$ cat src/rtl/spi_master.sv
// rtl/spi_master.sv - single-byte SPI master engine
//
// Ports:
//   i_Clk       system clock, all logic on the rising edge
//   i_Rst_L     asynchronous reset, active high
//   i_TX_Byte   byte to send, captured when the request is accepted
//   i_TX_DV     send request, taken only while o_TX_Ready is high
//   o_TX_Ready  engine idle, able to accept a byte
//   o_RX_DV     one-cycle strobe qualifying o_RX_Byte
//   o_RX_Byte   last completed received byte
//   o_SPI_Clk   SPI clock, idles at CPOL
//   i_SPI_MISO  serial data from slave
//   o_SPI_MOSI  serial data to slave, MSB first

module spi_master #(
   parameter int SPI_MODE          = 0,
   parameter int CLKS_PER_HALF_BIT = 2
) (
   input  logic       i_Clk,
   input  logic       i_Rst_L,
   input  logic [7:0] i_TX_Byte,
   input  logic       i_TX_DV,
   output logic       o_TX_Ready,
   output logic       o_RX_DV,
   output logic [7:0] o_RX_Byte,
   output logic       o_SPI_Clk,
   input  logic       i_SPI_MISO,
   output logic       o_SPI_MOSI
);

   localparam logic [1:0] MODE = 2'(SPI_MODE);
   localparam logic       CPOL = MODE[1];
   localparam logic       CPHA = MODE[0];

   localparam int              HB_W   = $clog2(CLKS_PER_HALF_BIT);
   localparam logic [HB_W-1:0] HB_MAX = HB_W'(CLKS_PER_HALF_BIT - 1);

   localparam logic [0:0] ST_IDLE = 1'b0;
   localparam logic [0:0] ST_BUSY = 1'b1;

   logic [0:0]      state_q,    state_d;
   logic [HB_W-1:0] hb_q,       hb_d;
   logic [4:0]      edge_q,     edge_d;
   logic [7:0]      tx_byte_q,  tx_byte_d;
   logic [2:0]      tx_bit_q,   tx_bit_d;
   logic [7:0]      rx_shift_q, rx_shift_d;
   logic            fin_q,      fin_d;
   logic            rx_dv_q,    rx_dv_d;
   logic [7:0]      rx_byte_q,  rx_byte_d;
   logic            sck_q,      sck_d;
   logic            mosi_q,     mosi_d;

   logic       accept;
   logic       lead_edge;
   logic       samp_edge;
   logic       shift_edge;
   logic [2:0] tx_bit_m1;

   assign accept    = (state_q == ST_IDLE) && i_TX_DV;
   assign tx_bit_m1 = tx_bit_q - 3'd1;

   // edge_q holds 16..1 before a toggle, so the edge number is 17 - edge_q:
   // an even count marks an odd-numbered (leading) edge.
   assign lead_edge  = ~edge_q[0];
   assign samp_edge  = lead_edge ^ CPHA;
   // CPHA=0 has already presented bit 7 at acceptance, so its final trailing
   // edge (edge 16) has no further bit to shift out.
   assign shift_edge = ~samp_edge && (CPHA || (edge_q != 5'd1));

   always_comb begin
      state_d    = state_q;
      hb_d       = hb_q;
      edge_d     = edge_q;
      tx_byte_d  = tx_byte_q;
      tx_bit_d   = tx_bit_q;
      rx_shift_d = rx_shift_q;
      sck_d      = sck_q;
      mosi_d     = mosi_q;
      fin_d      = 1'b0;
      // completion is published one cycle after the last SPI edge
      rx_dv_d    = fin_q;
      rx_byte_d  = fin_q ? rx_shift_q : rx_byte_q;

      if (accept) begin
         state_d   = ST_BUSY;
         hb_d      = '0;
         edge_d    = 5'd16;
         tx_byte_d = i_TX_Byte;
         tx_bit_d  = 3'd7;
         if (!CPHA) begin
            mosi_d = i_TX_Byte[7];
         end
      end else if (state_q == ST_BUSY) begin
         if (hb_q == HB_MAX) begin
            hb_d   = '0;
            sck_d  = ~sck_q;
            edge_d = edge_q - 5'd1;
            if (samp_edge) begin
               rx_shift_d = {rx_shift_q[6:0], i_SPI_MISO};
            end
            if (shift_edge) begin
               mosi_d   = CPHA ? tx_byte_q[tx_bit_q] : tx_byte_q[tx_bit_m1];
               tx_bit_d = tx_bit_m1;
            end
            if (edge_q == 5'd1) begin
               state_d = ST_IDLE;
               fin_d   = 1'b1;
            end
         end else begin
            hb_d = hb_q + HB_W'(1);
         end
      end
   end

   always_ff @(posedge i_Clk or posedge i_Rst_L) begin
      if (i_Rst_L) begin
         state_q    <= ST_IDLE;
         hb_q       <= '0;
         edge_q     <= '0;
         tx_byte_q  <= '0;
         tx_bit_q   <= '0;
         rx_shift_q <= '0;
         fin_q      <= 1'b0;
         rx_dv_q    <= 1'b0;
         rx_byte_q  <= '0;
         sck_q      <= CPOL;
         mosi_q     <= 1'b0;
      end else begin
         state_q    <= state_d;
         hb_q       <= hb_d;
         edge_q     <= edge_d;
         tx_byte_q  <= tx_byte_d;
         tx_bit_q   <= tx_bit_d;
         rx_shift_q <= rx_shift_d;
         fin_q      <= fin_d;
         rx_dv_q    <= rx_dv_d;
         rx_byte_q  <= rx_byte_d;
         sck_q      <= sck_d;
         mosi_q     <= mosi_d;
      end
   end

   assign o_TX_Ready = (state_q == ST_IDLE);
   assign o_RX_DV    = rx_dv_q;
   assign o_RX_Byte  = rx_byte_q;
   assign o_SPI_Clk  = sck_q;
   assign o_SPI_MOSI = mosi_q;

endmodule

$ cat config.mk
export PLATFORM = sky130hd
export DESIGN_NAME = spi_master
export DESIGN_NICKNAME = d
export VERILOG_FILES = /design/src/rtl/spi_master.sv
export SDC_FILE = /design/constraint.sdc
export NUM_CORES = 1
export LEC_CHECK = 0
export BUFFER_PORTS_ARGS = -buffer_cell sky130_fd_sc_hd__buf_2
export CAP_MARGIN = 20
export CORE_MARGIN = 2
export CORE_UTILIZATION = 30
export CTS_CLUSTER_DIAMETER = 60
export DETAILED_ROUTE_END_ITERATION = 8
export PLACE_DENSITY_LB_ADDON = 0.3
export SLEW_MARGIN = 40
export SYNTH_ARGS = -nofsm -noshare
export SYNTH_HDL_FRONTEND = slang
export SYNTH_SLANG_ARGS = --single-unit
$ cat constraint.sdc
create_clock -name i_Clk -period 1.6 [get_ports i_Clk]
set_clock_uncertainty 0.05 [all_clocks]
set_input_delay 0.08 -clock i_Clk [delete_from_list [all_inputs] [get_ports i_Clk]]
set_output_delay 0.08 -clock i_Clk [all_outputs]
set_load 0.005 [all_outputs]
[Word level (Yosys, flattened, before mapping)]
Index checks and enable logic that the tools add are counted.
Cells by class
  bitwise operators: 4
  multipliers: 0
  order comparisons: 1
  add/sub/neg operators: 3
  reductions and logical operators: 9
  shift-type cells: 0
  muxes and demuxes: 24
  equal/unequal tests: 2
  divide/modulo/power cells: 0
Operators by type and width (number)
  two-way mux 1 bit: 16
  two-way mux 5 bit: 3
  two-way mux 3 bit: 4
  AND reduction 3 bit: 2
  nonzero test 2 bit: 3
  equality test 5 x 1 -> 1 bit (second input constant): 1
  inequality test 5 x 1 -> 1 bit (second input constant): 1
  subtractor 5 x 1 -> 5 bit (second input constant): 1
  < comparator 3 x 4 -> 1 bit (second input constant): 1
  inverter 1 bit: 4
  AND reduction 4 bit: 1
  binary-select mux 1 bit (select 3 bit): 1
  subtractor 3 x 1 -> 3 bit (second input constant): 1
  logical AND 1 bit: 2
  AND reduction 2 bit: 1
  adder 1 bit (second input constant): 1
Word-level totals
  word-level logic and storage cells: 54
  flip-flop bits (word level): 38
  memories: 0
  ROM bits: 0
  input port bits: 12
  RAM bits: 0
  bits in latches: 0

[Depth between registers and ports, before layout]
Gate-level depths: netlist (run 1).
  depth after elaboration: 7
  depth in mapped cells: 6
  gate-level depth less buffers: 5

[Worst setup path before layout (run 1)]
Ideal clock, no wire load.
  path type: reg-to-reg
  from: register edge_q[1]
  to: register mosi_q (netlist: o_SPI_MOSI)
  buffers on the path: 1
  arrival time: 1.416 ns
  stages on the path, launching flop included: 7
  path slack: 0.003 ns
  clock period less this slack: 1.597 ns
  data required time: 1.419 ns
  library setup time: 0.131 ns
  path through: dfrtp_1 inv_1 ha_1 or4b_1 buf_2 a41oi_1 a31oi_1
On the way
  word-level cells in the longest chain between the ends: 4
Ends and longest elaborated chain
  start, declared: RTL line 43  | logic [4:0] edge_q, edge_d;
  start signal, assigned: RTL line 131  | edge_q <= edge_d;
  inequality test 5 x 1 -> 1 bit: RTL line 68  | assign shift_edge = ~samp_edge && (CPHA || (edge_q != 5'd1));
  logical AND 1 bit: RTL line 68
  nonzero test 2 bit (no source line)
  AND reduction 3 bit (no source line)
  end signal, assigned: RTL line 139  | mosi_q <= mosi_d;
  end, declared: RTL line 51  | logic mosi_q, mosi_d;
Every way passes these cells.
A chain may end at the register's enable or synchronous reset.

[Worst setup path after layout (run 1)]
  from: register edge_q[1]
  to: register tx_bit_q[2]
On the way
  word-level cells in the longest chain between the ends: 4
Ends and longest elaborated chain
  inequality test 5 x 1 -> 1 bit: RTL line 68
  logical AND 1 bit: RTL line 68
  nonzero test 2 bit (no source line)
  AND reduction 3 bit (no source line)
  end signal, assigned: RTL line 133  | tx_bit_q <= tx_bit_d;
  end, declared: RTL line 45  | logic [2:0] tx_bit_q, tx_bit_d;
Every way passes these cells.

==> impl_metrics.csv, run 1 <==
group,metric,value,unit
sta,final.setup.worst_slack,0.0563,ns
yosys,syn_inst,136,
die,num_io_pins,24,
layout,layout-drive-gt1-share,0.375,
pwr,combPwrFrac,0.406,
place,place.gp.congestion,0.698,
layout,fin_area,2110,sq um
yosys,syn-num-nets,151,
hold_path,hold_path.class,"primary input to asynchronous set/reset pin",
clocking,cts_setup_buffers,0,
grt,grt_pass1_vias,1267,
pwr,p_switching,1.32,mW
yosys,yosysWarnings,0,
pwr,p_seq_frac,0.427,
yosys,avgSynthCellArea,11.8,sq um
layout,syn_to_final_growth,31.6,%
pwr,total_power,3.98,mW
die,die_h,77.2,microns
sta,rsz0062_at_grt,"yes",
drt,wl_per_cell,13.1,microns
clocking,cts-root-buf,"clkbuf_8",
yosys,yosys.area.top_type,"dfrtp_1",
yosys,ys.flop_type,"dfrtp_1",
yosys,ys_ff_latch,38,
grt,grt_max_degree,39,
pwr,pwr_density_cell,1880,nW/um^2
sta,hold_viol,0,
sta,relSlewSlack,0.682,
clocking,cts_max_path_buffers,2,
die,fp.coreArea,5140,sq um
sta,worst_slew_pin_slew,0.478,ns
clocking,htree_levels,2,
worst_setup_path,worst_setup_path_end_kind,"flip-flop",
yosys,synth_top_area_frac,0.592,
layout,n_fill_cell,518,
clocking,cts_tree,"built",
pwr,switching_share,0.333,
place,portBuffers,23,
yosys,ys_async_sr_fraction,1.00,
sta,fin_crit_sh,0.965,
die,rows,26,
layout,fin_nets,198,
drt,drt-vias-per-instance,4.59,
layout,antenna_cells,0,
yosys,synth_edf_count,0,
worst_setup_path,cp.required,1.76,ns
place,place_ws,-0.0845,ns
clocking,numCtsBuffers,5,
pwr,vdd_ir_drop_max,894,uV
sta,period_minus_slack,1.54,ns
drt,drcViolationCount,0,
yosys,synth_area_leaders,"dfrtp_1 59%, mux2_2 11%, nand2_1 6.3%, mux4_2 2.8%, nand3_1 2.5%",
sta,setup_viol,0,
clocking,clk_latency,0.28,ns
grt,grt_pass1_wl,5840,microns
clocking,clkTransAtPathRegs,0.07,ns
place,hpwl,2310,microns
die,die-area,5950,sq um
yosys,synth_seq_area_share,0.592,
pwr,p_int,2.65,mW
yosys,syn-cell-area,1610,sq um
grt,antenna_found_initial,0,
outcome,status,"completed",
clocking,cts_num_sinks,38,
sta,fmax,648,MHz
drt,wl,3330,microns
worst_setup_path,critPathKind,"flip-flop to flip-flop",
drt,vias,1166,
pwr,p_leak,1.02,nW
worst_setup_path,start_kind,"flip-flop",
flow_run,drv_cap,0,
drt,postRouteAntennaNets,0,
die,die_x,77.2,microns
grt,grtUsageTotal,0.126,
place,placed_area,1870,sq um
pwr,clkPwrFrac,0.167,
worst_setup_path,cp.arrival,1.70,ns
yosys,ys_types,28,
sta,timing.final.max_slew_violations,0,
worst_setup_path,crit_path_max_fanout,6,
die,start_util,0.312,
grt,overflow,0,
drt,drtIter0Drc,52,
drt,drt-pass1-iter-count,4,
-- worst max-delay path: stages (launching register included) --
cell and delay [ns]:
dfrtp_1 0.37, inv_1 0.07, ha_1 0.14, or4b_4 0.51, and4_4 0.20, o21ai_1 0.12
-- what timing repair did --
item,CTS,global route
setup endpoints to repair,3,3
hold endpoints to repair,48,0
gates resized for setup,4,3
hold buffers,11,0
pin swaps,0,1
-- path summary, 6_finish.rpt --
kind | start | end | slack (ns) | cells after the start
min in group i_Clk | o_SPI_Clk | o_SPI_Clk | 0.43 | 1
max reg2reg | edge_q[1] | tx_bit_q[2] | 0.06 | 5
max | edge_q[1] | tx_bit_q[2] | 0.06 | 5
min | i_Rst_L | o_RX_DV | 0.40 | 4
min reg2reg | o_SPI_Clk | o_SPI_Clk | 0.43 | 1
max in group asynchronous | i_Rst_L | o_RX_Byte[0] | 0.77 | 4
-- cells in the final DEF, fill, tap and decap left out, types with 4 or more instances in the layout --
master         Yosys  final
buf_4              0     13
dlygate4sd3_1      0     11
dfrtp_1           38     38
o21ai_0            6      6
clkbuf_8           0      6
nand3_1            8      7
mux2_2            16     16
nand2_1           27     27
buf_2              4     23
nor2_1             4      4
inv_1              6      5
-- per-layer routing --
layer | wire (microns) | vias up | global-route usage
met5 | 0 | - | 0
met4 | 41 | 0 | 0.0482
met3 | 134 | 4 | 0.0306
met2 | 1720 | 23 | 0.217
met1 | 1440 | 574 | 0.152
li1 | - | 565 | -
-- flip-flops by register name, indices dropped and copies added, names as in the netlist --
register,cells
tx_byte_q,8
rx_shift_q,8
o_SPI_Clk,1
o_RX_Byte,8
tx_bit_q,3
fin_q,1
hb_q,1
edge_q,5
state_q,1
o_RX_DV,1
o_SPI_MOSI,1
-- cell type report --
class	instances	area, sq um	share of cell area
Sequential cell	38	951	0.450
Multi-Input combinational cell	85	637	0.302
Timing Repair Buffer	47	323	0.153
Tap cell	70	87.6	0.0415
Clock buffer	7	86.3	0.0409
Inverter	6	22.5	0.0107
Clock inverter	1	5.00	0.00237
-- synth_stat cells (all sizes together) (2+ instances only) --
library cell / number
mux2: 16
o21ai: 7
buf: 4
nand3: 8
nand2: 27
o311ai: 2
ha: 3
clkbuf: 3
nor2: 4
a31oi: 2
inv: 6
mux4: 2
dfrtp: 38
-- cells by family after synthesis --
| logic type | synth area share |
|---|---|
| and+or+nand+nor | 0.143 |
| adders and majority gates | 0.0234 |
| xor gates and xnor gates | 0.0109 |
| DFF | 0.592 |
| buffers and inverters | 0.0335 |
| muxes | 0.140 |
| AOI/OAI and AO/OA | 0.0561 |
-- power groups by stage --
stage	clock, mW	combinational [mW]	sequential, mW
after detailed placement	0	1.51	1.71
final	0.664	1.62	1.70
after global routing	0.749	1.83	1.76
after CTS	0.694	1.58	1.69
after floorplan	0	0.968	1.67
after global placement	0	1.44	1.68
-- stage by stage --
step                hold WS [ns]  utilization  instances  setup TNS, ns
floorplan                  0.135            -        136              0
global placement           0.158        0.365        235        -0.0219
detailed placement         0.170        0.365        235        -0.0874
CTS                        0.409        0.407        254              0
global route               0.455        0.411        254        -0.0555
finish                     0.400        0.411        254              0
(Power assumes the default switching activity.)
==> run 2: changes to the inputs <==
--- a/config.mk
+++ b/config.mk
@@ -12,6 +12,7 @@
 export CTS_CLUSTER_DIAMETER = 60
 export DETAILED_ROUTE_END_ITERATION = 8
 export PLACE_DENSITY_LB_ADDON = 0.3
+export SETUP_SLACK_MARGIN = 0.15
 export SLEW_MARGIN = 40
 export SYNTH_ARGS = -nofsm -noshare
 export SYNTH_HDL_FRONTEND = slang
==> run 2 against run 1 <==
Against the previous run:
- flip-flop and latch count stayed put
- register-to-register slack is essentially flat
- combinational power up 4%
- clock-buffer cell count is 1 lower
- core utilization is 1.9 points higher
- critical path depth rose by 1
==> impl_metrics.csv, run 2 (synthesized netlist as in run 1, its figures left out) <==
group,metric,value,unit
outcome,status,"completed",
layout,final_cell_mix,"38 x dfrtp_1, 27 x nand2_1, 23 x buf_2",
layout,final_util,0.430,
place,portBuffers,23,
pwr,vdd_ir_drop_max,702,uV
grt,overflow,0,
die,num_io_pins,24,
drt,drt-pass1-iter-count,4,
clocking,cts_max_path_buffers,2,
layout,fin_nets,199,
drt,drtIter0Drc,30,
sta,relSlewSlack,0.687,
drt,wl,3130,microns
sta,rsz0062_at_grt,"yes",
grt,grtUsageTotal,0.118,
worst_setup_path,r2r-start,"edge_q[1]",
pwr,pwr_density_cell,1990,nW/um^2
grt,grt_pass1_vias,1178,
worst_setup_path,crit_start,"edge_q[1]",
clocking,cts-root-buf,"clkbuf_8",
flow_run,drv_cap,0,
clocking,cts_num_sinks,38,
drt,drcViolationCount,0,
sta,final.setup.worst_slack,0.0658,ns
pwr,p_leak,1.05,nW
sta,timing.final.max_slew_violations,0,
layout,fin_area,2210,sq um
place,place_ws,-0.0762,ns
die,die_x,77.2,microns
sta,period_minus_slack,1.53,ns
hold_path,hp-start,"i_TX_DV",
die,die-area,5950,sq um
clocking,numCtsBuffers,5,
die,rows,26,
clocking,clkTransAtPathRegs,0.07,ns
layout,syn_to_final_growth,37.7,%
worst_setup_path,start_kind,"flip-flop",
place,hpwl,2100,microns
clocking,clk_latency,0.29,ns
layout,antenna_cells,0,
sta,worst_slew_pin_slew,0.470,ns
hold_path,holdPathStages,3,
drt,drt-vias-per-instance,4.58,
worst_setup_path,critPathKind,"flip-flop to flip-flop",
clocking,cts_tree,"built",
place,placed_area,1880,sq um
layout,final_common_cell,"dfrtp_1",
die,die_h,77.2,microns
layout,layout-drive-gt1-share,0.411,
die,start_util,0.312,
worst_setup_path,crit_path_max_fanout,6,
hold_path,hold_path.class,"primary input to flip-flop",
drt,vias,1169,
die,fp.coreArea,5140,sq um
drt,wl_per_cell,12.3,microns
grt,grt_pass1_wl,5580,microns
place,place.gp.congestion,0.760,
sta,holdWs,0.000675,ns
worst_setup_path,cp.required,1.74,ns
sta,hold_viol,0,
drt,postRouteAntennaNets,0,
worst_setup_path,worst_setup_path_end_kind,"flip-flop",
sta,setup_viol,0,
grt,grt_max_degree,39,
sta,fmax,652,MHz
worst_setup_path,r2r.worst_path.cells,6,
worst_setup_path,cp.arrival,1.67,ns
sta,fin_crit_sh,0.959,
grt,antenna_found_initial,0,
clocking,htree_levels,2,
-- run 2: layout make-up --
type	instances	area, sq um
tap	70	87.6
timing repair buffer	48	332
clock inverter	2	60.1
inverter	6	22.5
clock buffer	6	82.6
sequential	38	951
fill	512	2930
multi-input combinational	85	676
-- run 2: metal layers --
metal | wire [microns] | global-route usage
met3 | 110 | 0.0341
met5 | 0 | 0
met4 | 64 | 0.0536
met1 | 1400 | 0.155
met2 | 1560 | 0.180
-- run 2: power breakdown --
group	internal [mW]	total (mW)	switching [mW]
sequential	1.41	1.71	0.304
combinational	0.948	1.69	0.746
clock	0.665	0.999	0.334
total	3.02	4.41	1.38
-- run 2: path summary, 6_finish.rpt --
kind | to | slack (ns)
worst min register to register | o_SPI_Clk | 0.42
min in group asynchronous | tx_byte_q[3] | 0.39
worst max-delay path | state_q | 0.07
worst min-delay path | state_q | 0.0007
max in group asynchronous | o_RX_DV | 0.78
worst max register to register | state_q | 0.07
-- run 2: stage by stage --
step | instances | setup TNS [ns] | total power, mW
2_1_floorplan | 136 | 0 | 2.65
3_3_place_gp | 235 | -0.00122 | 3.14
3_5_place_dp | 235 | -0.0932 | 3.21
4_1_cts | 253 | 0 | 4.32
5_1_grt | 255 | -0.0133 | 4.74
6_report | 255 | 0 | 4.41
-- run 2: worst max-delay path: stages, from the launching register on --
cell	delay, ns
dfrtp_1	0.40
inv_2	0.08
ha_4	0.12
or4b_4	0.50
buf_4	0.17
nor2_4	0.07
nor2_1	0.05
-- run 2: timing repair --
item | in CTS | in global routing
setup endpoints to repair | 6 | 15
hold endpoints to repair | 47 | 0
pin swaps | 2 | 1
setup buffers | 0 | 2
hold buffers | 10 | 0
gates resized for setup | 7 | 8
